### config.mk
export PLATFORM = sky130hd
export DESIGN_NAME = axis_pix_rx
export DESIGN_NICKNAME = d
export VERILOG_FILES = /design/src/rtl/axis_pix_rx.sv
export SDC_FILE = /design/constraint.sdc
export NUM_CORES = 1
export LEC_CHECK = 0
export ABC_AREA = 1
export BUFFER_PORTS_ARGS = -buffer_cell sky130_fd_sc_hd__buf_2
export CAP_MARGIN = 20
export CORE_AREA = 2 2 163 165
export DETAILED_ROUTE_END_ITERATION = 16
export DIE_AREA = 0 0 165 167
export PLACE_DENSITY = 0.6
export REMOVE_ABC_BUFFERS = 1
export SYNTH_ARGS = -nofsm -noshare
export SYNTH_HDL_FRONTEND = slang
export SYNTH_SLANG_ARGS = --single-unit
### constraint.sdc
create_clock -name clk -period 3.5 [get_ports clk]
set_clock_uncertainty 0.2 [all_clocks]
set_input_delay 0.35 -clock clk [delete_from_list [all_inputs] [get_ports clk]]
set_output_delay 0.35 -clock clk [all_outputs]
set_load 0.03 [all_outputs]
### src/rtl/axis_pix_rx.sv
// AXI4-Stream pixel receiver: buffers gray pixels in a small FIFO, reissues them
// as a pixel strobe with frame position, and checks TLAST burst framing.
module axis_pix_rx #(
   parameter int unsigned DATA_W      = 8,
   parameter int unsigned LINE_W      = 1024,
   parameter int unsigned FRAME_LINES = 1024,
   parameter int unsigned BURST_LEN   = 128,
   parameter int unsigned FIFO_DEPTH  = 16
) (
   input  logic              clk,
   input  logic              rst,
   input  logic [DATA_W-1:0] s_axis_tdata,
   input  logic              s_axis_tvalid,
   output logic              s_axis_tready,
   input  logic              s_axis_tlast,
   input  logic              stall,
   output logic              pix_en,
   output logic [DATA_W-1:0] pix_data,
   output logic [10:0]       col,
   output logic [10:0]       row,
   output logic              line_start,
   output logic              frame_end,
   output logic              err_last,
   input  logic              err_clr
);

   localparam int unsigned AW = $clog2(FIFO_DEPTH);
   localparam int unsigned BW = $clog2(BURST_LEN);

   localparam logic [AW:0]   FULL_CNT  = (AW+1)'(FIFO_DEPTH);
   localparam logic [AW:0]   PTR_ONE   = (AW+1)'(1);
   localparam logic [BW-1:0] LAST_BEAT = BW'(BURST_LEN - 1);
   localparam logic [BW-1:0] BEAT_ONE  = BW'(1);
   localparam logic [10:0]   LAST_COL  = 11'(LINE_W - 1);
   localparam logic [10:0]   LAST_ROW  = 11'(FRAME_LINES - 1);

   logic [DATA_W-1:0] mem [FIFO_DEPTH];
   logic [AW:0]       wr_ptr;
   logic [AW:0]       rd_ptr;
   logic [AW:0]       count;
   logic              run;
   logic              push;
   logic              pop;
   logic [10:0]       nxt_col;
   logic [10:0]       nxt_row;
   logic [BW-1:0]     beat_cnt;
   logic              last_slot;
   logic              frame_err;

   // run keeps tready low until the first edge after reset is released
   assign s_axis_tready = run && (count != FULL_CNT);
   assign push          = s_axis_tvalid && s_axis_tready;
   assign pop           = (count != '0) && !stall;
   assign last_slot     = (beat_cnt == LAST_BEAT);
   // TLAST must coincide exactly with the last beat slot of a burst
   assign frame_err     = push && (s_axis_tlast != last_slot);

   // Ready enable after reset
   always_ff @(posedge clk or posedge rst) begin
      if (rst) begin
         run <= 1'b0;
      end else begin
         run <= 1'b1;
      end
   end

   // FIFO storage, no reset needed since count qualifies every entry
   always_ff @(posedge clk) begin
      if (push) begin
         mem[wr_ptr[AW-1:0]] <= s_axis_tdata;
      end
   end

   // FIFO pointers and occupancy
   always_ff @(posedge clk or posedge rst) begin
      if (rst) begin
         wr_ptr <= '0;
         rd_ptr <= '0;
         count  <= '0;
      end else begin
         if (push) begin
            wr_ptr <= wr_ptr + PTR_ONE;
         end
         if (pop) begin
            rd_ptr <= rd_ptr + PTR_ONE;
         end
         case ({push, pop})
            2'b10:   count <= count + PTR_ONE;
            2'b01:   count <= count - PTR_ONE;
            default: count <= count;
         endcase
      end
   end

   // Output register: one-cycle strobe per popped pixel, data holds otherwise
   always_ff @(posedge clk or posedge rst) begin
      if (rst) begin
         pix_en   <= 1'b0;
         pix_data <= '0;
      end else begin
         pix_en <= pop;
         if (pop) begin
            pix_data <= mem[rd_ptr[AW-1:0]];
         end
      end
   end

   // Position tracking: nxt_* is where the next issued pixel lands, col/row
   // describe the pixel currently on pix_data
   always_ff @(posedge clk or posedge rst) begin
      if (rst) begin
         nxt_col    <= '0;
         nxt_row    <= '0;
         col        <= '0;
         row        <= '0;
         line_start <= 1'b0;
         frame_end  <= 1'b0;
      end else if (pop) begin
         col        <= nxt_col;
         row        <= nxt_row;
         line_start <= (nxt_col == '0);
         frame_end  <= (nxt_col == LAST_COL) && (nxt_row == LAST_ROW);
         if (nxt_col == LAST_COL) begin
            nxt_col <= '0;
            nxt_row <= (nxt_row == LAST_ROW) ? '0 : nxt_row + 11'd1;
         end else begin
            nxt_col <= nxt_col + 11'd1;
         end
      end else begin
         line_start <= 1'b0;
         frame_end  <= 1'b0;
      end
   end

   // Burst beat counter, resynchronised by any accepted TLAST
   always_ff @(posedge clk or posedge rst) begin
      if (rst) begin
         beat_cnt <= '0;
      end else if (push) begin
         beat_cnt <= s_axis_tlast ? '0 : beat_cnt + BEAT_ONE;
      end
   end

   // Sticky framing error; a new error wins over a simultaneous clear
   always_ff @(posedge clk or posedge rst) begin
      if (rst) begin
         err_last <= 1'b0;
      end else if (frame_err) begin
         err_last <= 1'b1;
      end else if (err_clr) begin
         err_last <= 1'b0;
      end
   end

endmodule

After elaboration in Yosys (flattened, before gate mapping)
Memory sizes are Yosys's and may differ from the RTL's. A register that Yosys moved wholly into a read port is not among the register bits.
Index checks and enable logic that the tools add are counted.
- $add $sub $neg: 7
- reduce and logical (&&, ||, !) cells: 11
- equal/unequal tests: 7
- mux-type cells: 10
- operator list (kind ; count):
    $add A11 B1 Y11 const B ; 2
    $eq A11 B10 Y1 const B ; 2
    $mux W11 ; 2
    $add A5 B1 Y5 const B ; 3
    $logic_not A11 Y1 ; 1
    $pmux W5 S2 ; 1
    $add A7 B1 Y7 const B ; 1
    $eq A7 B7 Y1 const B ; 1
    $mux W7 ; 1
    $mux W1 ; 6
    $logic_and A1 B1 Y1 ; 5
    $ne A5 B5 Y1 const B ; 1
    $reduce_bool A5 Y1 ; 1
    $sub A5 B1 Y5 const B ; 1
    $reduce_bool A2 Y1 ; 2
    $eq A2 B1 Y1 const B ; 1
    $eq A2 B2 Y1 const B ; 1
    $reduce_and A2 Y1 ; 1
    $logic_not A1 Y1 ; 1
    $ne A1 B1 Y1 ; 1
- output and inout port bits: 35
- memories: 1
- RAM bits: 128
- bits of input ports: 14
- bits in registers: 71
- memories (name ; depth ; bits a word ; read ports ; clocked after Yosys merged registers in ; wr ports ; RTL line ; RTL):
    mem ; 16 ; 8 ; 1 ; 1 ; 1 ; 37 ; logic [DATA_W-1:0] mem [FIFO_DEPTH];

Depth between registers and ports, before layout
- word-level depth: 5
- gate-level depth with buffers: 17

Worst setup path after synthesis
No wires, ideal clock.
- kind: register to register
- start: register count[2]
- end: register count[4]
- clock period less this slack: 2530 ps
- setup slack: 970 ps
- library setup time: 116 ps
- arrival: 2213 ps
- stages on the path, launching flop included: 17
- path buffers: 2
- cells stage by stage: dfrtp_1 -> nor2_2 -> nand4_1 -> nand2_2 -> buf_12 -> inv_6 -> buf_6 -> ha_1 -> nor2_1 -> nor2_1 -> ha_1 -> a21oi_1 -> nand2_1 -> a21oi_1 -> nand2_1 -> nand2_1 -> nand2_1
- elaborated cells between the ends (all ways): 11
- those cells by class: add/sub (2); eq/ne (3); mux (1); reduce/logical (5)
- RTL lines (what ; RTL line ; RTL):
    from (decl) ; 40 ; logic [AW:0] count;
    from (signal assigned) ; 88 ; 2'b10: count <= count + PTR_ONE;
    from (signal assigned) ; 89 ; 2'b01: count <= count - PTR_ONE;
    from (signal assigned) ; 90 ; default: count <= count;
    $reduce_bool A5 Y1 * ; 53 ; assign pop = (count != '0) && !stall;
    $logic_and A1 B1 Y1 * ; 53 ;
    named net pop ; 43 ; logic pop;
    $eq A2 B1 Y1 or $eq A2 B2 Y1 (tied branches) ; 87 ; case ({push, pop})
    $pmux W5 S2 or $reduce_bool A2 Y1 (tied branches) ; - ;
Mark *: on every way through the listed nets, which the timed path passes. The rest lies on a longest branch.
A chain may end at the register's enable or synchronous reset.

Final worst setup path
- start: register count[2]
- end: register count[4]
- cells in the longest elaborated chain, start to end: 5
- elaborated cells between the ends (all ways): 11
- those cells by class: add/sub (2); eq/ne (3); mux (1); reduce/logical (5)
- ends and longest elaborated chain (what ; RTL line ; RTL):
    $ne A5 B5 Y1 ; 51 ; assign s_axis_tready = run && (count != FULL_CNT);
    $logic_and A1 B1 Y1 ; 51 ;
    $logic_and A1 B1 Y1 ; 52 ; assign push = s_axis_tvalid && s_axis_tready;
    $eq A2 B1 Y1 or $eq A2 B2 Y1 (tied branches) ; 87 ;
    $pmux W5 S2 or $reduce_bool A2 Y1 (tied branches) ; - ;
Several ways; a longest one is shown, not always the timed one.

==> flow_results.org <==
** Yosys
- Yosys top cell by area :: sky130_fd_sc_hd__edfxtp_1
- Cells after Synth :: 863
- Synthesized cell area :: 0.00892 mm2
- The synthesized netlist devotes 3.53% of its cell area to compound gates.
- After Yosys synthesis, XOR and XNOR cells account for 1.75% of the synthesized area.
- In this run, synthesis produced a sequential element count of 205.
- Sequential cell area fraction in the yosys report :: 64.7%
- Adder-cell share of the synthesized area :: 1.68%
- By area, the combinational part of the netlist is dominated by simple AND/OR/NAND/NOR gates.
- In this run, distinct cell masters in the synthesized netlist total 37.
- Synthesized-area fraction occupied by and/or/nand/nor cells :: 23.4%
- Share of flip-flops with an asynchronous set or reset :: 37.6%
- Mux cell area share after synthesis :: 0%
- By area the synthesized netlist is led by sky130_fd_sc_hd__edfxtp_1, sky130_fd_sc_hd__dfrtp_1, sky130_fd_sc_hd__nand2_1, sky130_fd_sc_hd__nand3_1, sky130_fd_sc_hd__o21ai_0.
- Number of flops mapped to enable cells by yosys :: 128
- Top cell types by occurrence after synthesis :: sky130_fd_sc_hd__nand2_1, sky130_fd_sc_hd__edfxtp_1, sky130_fd_sc_hd__nand3_1
- After synthesis, the mean cell area works out to 10.3 um2.
- Among all flip-flop cells after synthesis, the most frequent one is sky130_fd_sc_hd__edfxtp_1.
- Top-count cell post-synth :: sky130_fd_sc_hd__nand2_1
- For this run, the number of Yosys warnings is 0.
- Area share of the largest cell type after synthesis :: 43.1%

** Pwr
- Static leakage :: 4.30 nW
- VDD sags by at most 359 uV.
- After layout, the design draws a total of 8.13 mW.
- PD cells :: 793 mW/mm2

** Placed design
- Placer Congestion :: 0.794
- Placed cell count :: 1,221
- Detailed placement ended at an HPWL of 12,800 um.
- After detailed placement, the total cell area comes to 0.00944 mm2.
- OpenSTA, run right after detailed placement, puts the worst setup slack at 0.888 ns.
- Port buffering added 48 buffers.

** Worst setup path
- Dominant cell type by count on the critical path :: sky130_fd_sc_hd__nand2_1
- The worst setup path is captured at a flop.
- Data on the critical path is required at its endpoint by 3.69 ns.
- Critical R2R Launch :: count[2]
- Crit-path max FO :: 14
- The worst register-to-register path has a setup slack of 0.86 ns.
- Depth of the worst register-to-register path :: 15
- The worst setup path is of the reg -> reg kind.
- Data arrives at the worst endpoint at 2.83 ns.
- Startpoint type of the worst setup path :: flop
- Critical path cell sequence :: nor2_2 -> nand4_1 -> nand3_1 -> buf_4 -> ha_1 -> nand2_1 -> inv_1 -> nor2_1 -> ha_1 -> a21oi_1 -> nand2_1 -> a21oi_1 -> nand2_1 -> nand2_1 -> nand2_1
- In this run the critical register-to-register path is captured at count[4].
- CP max stage cell :: sky130_fd_sc_hd__dfrtp_1
- In this design, the stage delay of the slowest critical-path cell is 0.43 ns.

** STA
- Final critical-path share of the clock period :: 75.3%
- Final worst setup slack :: 0.864 ns
- At the pin with the least slew margin, the transition time is 0.710 ns.
- The clock period could shrink to 2.64 ns.
- Final sum of negative setup slack :: 0 ns
- Highest achievable clock rate :: 379 MHz
- Setup repair after global routing left no endpoint under its margin.
- Slew Limit Fails :: 0
- The total count of hold-check failures in the final report came to 0.
- In this run the tightest slew margin relative to its limit is 52.5%.
- The tightest hold path in the finished design has a slack of 0.0705 ns.
- Final setup violation count :: 0

** Floorplanning
- Measured along the y axis, the die boundary spans 167 um.
- Pin placement for this block handled 49 I/O pins.
- The floorplan step defined a die boundary enclosing 0.0276 mm2.
- Floorplan die width :: 165 um
- Number of standard-cell rows in the floorplan :: 59
- Core box area :: 0.0258 mm2
- Once the floorplan was initialized, standard cells occupied 34.6% of the core.

** Finish
- Cells with a size suffix above 1 make up 12.4% of the layout.
- Layout overhead on the synthesized area :: 14.9%
- Summed area of non-filler cells in the final layout :: 0.0102 mm2
- Final cell count without fillers :: 1,265
- The net count of the finished layout is 940.
- The repair_antennas step left the layout with diodes totalling 0.
- Core occupancy in the finished layout :: 39.8%

** Run
- Reported max-cap violation count :: 0

** Route
- Routed length per placed instance :: 15.8 um
- Overall routed net length :: 20,000 um
- Number of vias per cell after detailed routing :: 4.75
- After detailed routing, the number of remaining DRC violations is 0.
- The count of nets left with antenna violations once routing finished came out at 0.
- DR iter-0 viols :: 465
- Before antenna repair, the detailed router went through 7 iterations.
- Vias after detailed routing :: 6,014

** CTS
- Counting every sink on the clock net gives 205.
- Counting along the longest clock path gives a buffer depth of 3.
- After clock tree synthesis, the clock-pin slew on the worst setup and hold paths is 0.06 ns.
- Post_cts resized :: 0
- TritonCTS clock tree :: built
- Number of levels in the clock H-tree :: 1
- Clock Latency Late Sink :: 0.50 ns
- Clock tree synthesis inserted a total of 23 buffers.
- The cell sitting at the root of the clock tree is a sky130_fd_sc_hd__clkbuf_16.

** Worst hold path
- Type of the tightest min-delay check :: in -> reg
- Counting instances, the worst hold path has a depth of 4.
- The worst hold path terminates at pix_en.
- Origin of the worst min-delay path :: stall

** GRT
- Across every metal layer, demand over resource in global routing totals 14.9%.
- The via count of the first global-routing pass came to 5,965.
- The first global-routing pass estimated 32,300 um of wire.
- Final global-route overflow total :: 0
- Entering global routing, the biggest net connects 67 pins.
- Number of antenna violations at the first check in global routing :: 0

** Run status
- The flow ran to the end, and the final reports show no timing, DRC or antenna violations.
==> logic make-up after synthesis <==
| logic type | count (synthesis) |
|---|---|
| AND/OR/NAND/NOR | 480 |
| adder cells (fa/ha/maj) | 12 |
| flip-flops | 205 |
| AO/OA/AOI/OAI | 57 |
| other | 1 |
| buffers and inverters | 91 |
| XOR/XNOR | 17 |
==> flip-flops by register name, summed over array words and instances, names as in the netlist <==
register,count
beat_cnt,7
col,11
count,5
err_last,1
frame_end,1
line_start,1
mem,128
nxt_col,11
nxt_row,11
pix_data,8
pix_en,1
rd_ptr,4
row,11
run,1
wr_ptr,4
==> layer usage <==
layer	part of all wire [%]	vias up	track usage, %	wire length [um]
met2	47	141	24.2	9410
li1	-	2986	-	-
met4	3.1	0	5.52	628
met3	4.2	39	1.89	830
met5	0	-	0	0
met1	46	2848	20.5	9120
==> report_power, final <==
| part | internal [mW] | switching (mW) |
|---|---|---|
| Sequential | 2.91 | 0.220 |
| Clock | 1.57 | 0.925 |
| Combinational | 0.715 | 1.79 |
| Total | 5.19 | 2.93 |
==> critical path: cells and delay by family, from the launching register on <==
kind / cells / cell delay [ns]
buf+inv: 2 / 0.26
compound gates: 2 / 0.39
fa+ha+maj: 2 / 0.45
flops: 1 / 0.43
simple gates: 9 / 0.80
==> worst max path at each step <==
stage	start	to	slack, ns	cells past startpoint
after global placement	count[2]	count[4]	0.94	15
after detailed placement	count[2]	count[4]	0.89	15
after CTS	count[2]	count[4]	0.86	15
final	count[2]	count[4]	0.86	15
after floorplan	rd_ptr[0]	pix_data[1]	0.26	9
after global routing	count[2]	count[4]	0.59	15
==> final cells by class <==
| type | count | area (um2) |
|---|---|---|
| Timing Repair Buffer | 62 | 353 |
| Tap cell | 335 | 419 |
| Multi-Input combinational cell | 567 | 2710 |
| Clock buffer | 28 | 594 |
| Fill cell | 2425 | 15500 |
| Clock inverter | 13 | 185 |
| Inverter | 55 | 213 |
| Sequential cell | 205 | 5770 |
==> cells in the final DEF, fill, tap and decap left out, drive strengths merged <==
cell and count:
a31oi 2, nor3 8, o21ai 47, nand2 289
nor2 44, o21a 1, nand4 14, buf 59
nor3b 1, or2 1, clkinv 11, dfrtp 77
conb 1, o31ai 1, nand3 123, edfxtp 128
dlygate4sd3 3, a21oi 6, bufinv 5, xor2 15
clkbuf 28, inv 52, ha 12, xnor2 2
==> timing repair <==
item                                    CTS  global route
endpoints found under the hold margin    35             0
buffers inserted                          0             0
endpoints found under the setup margin    0             0
hold buffers                              3             0
(Power assumes the default switching activity.)
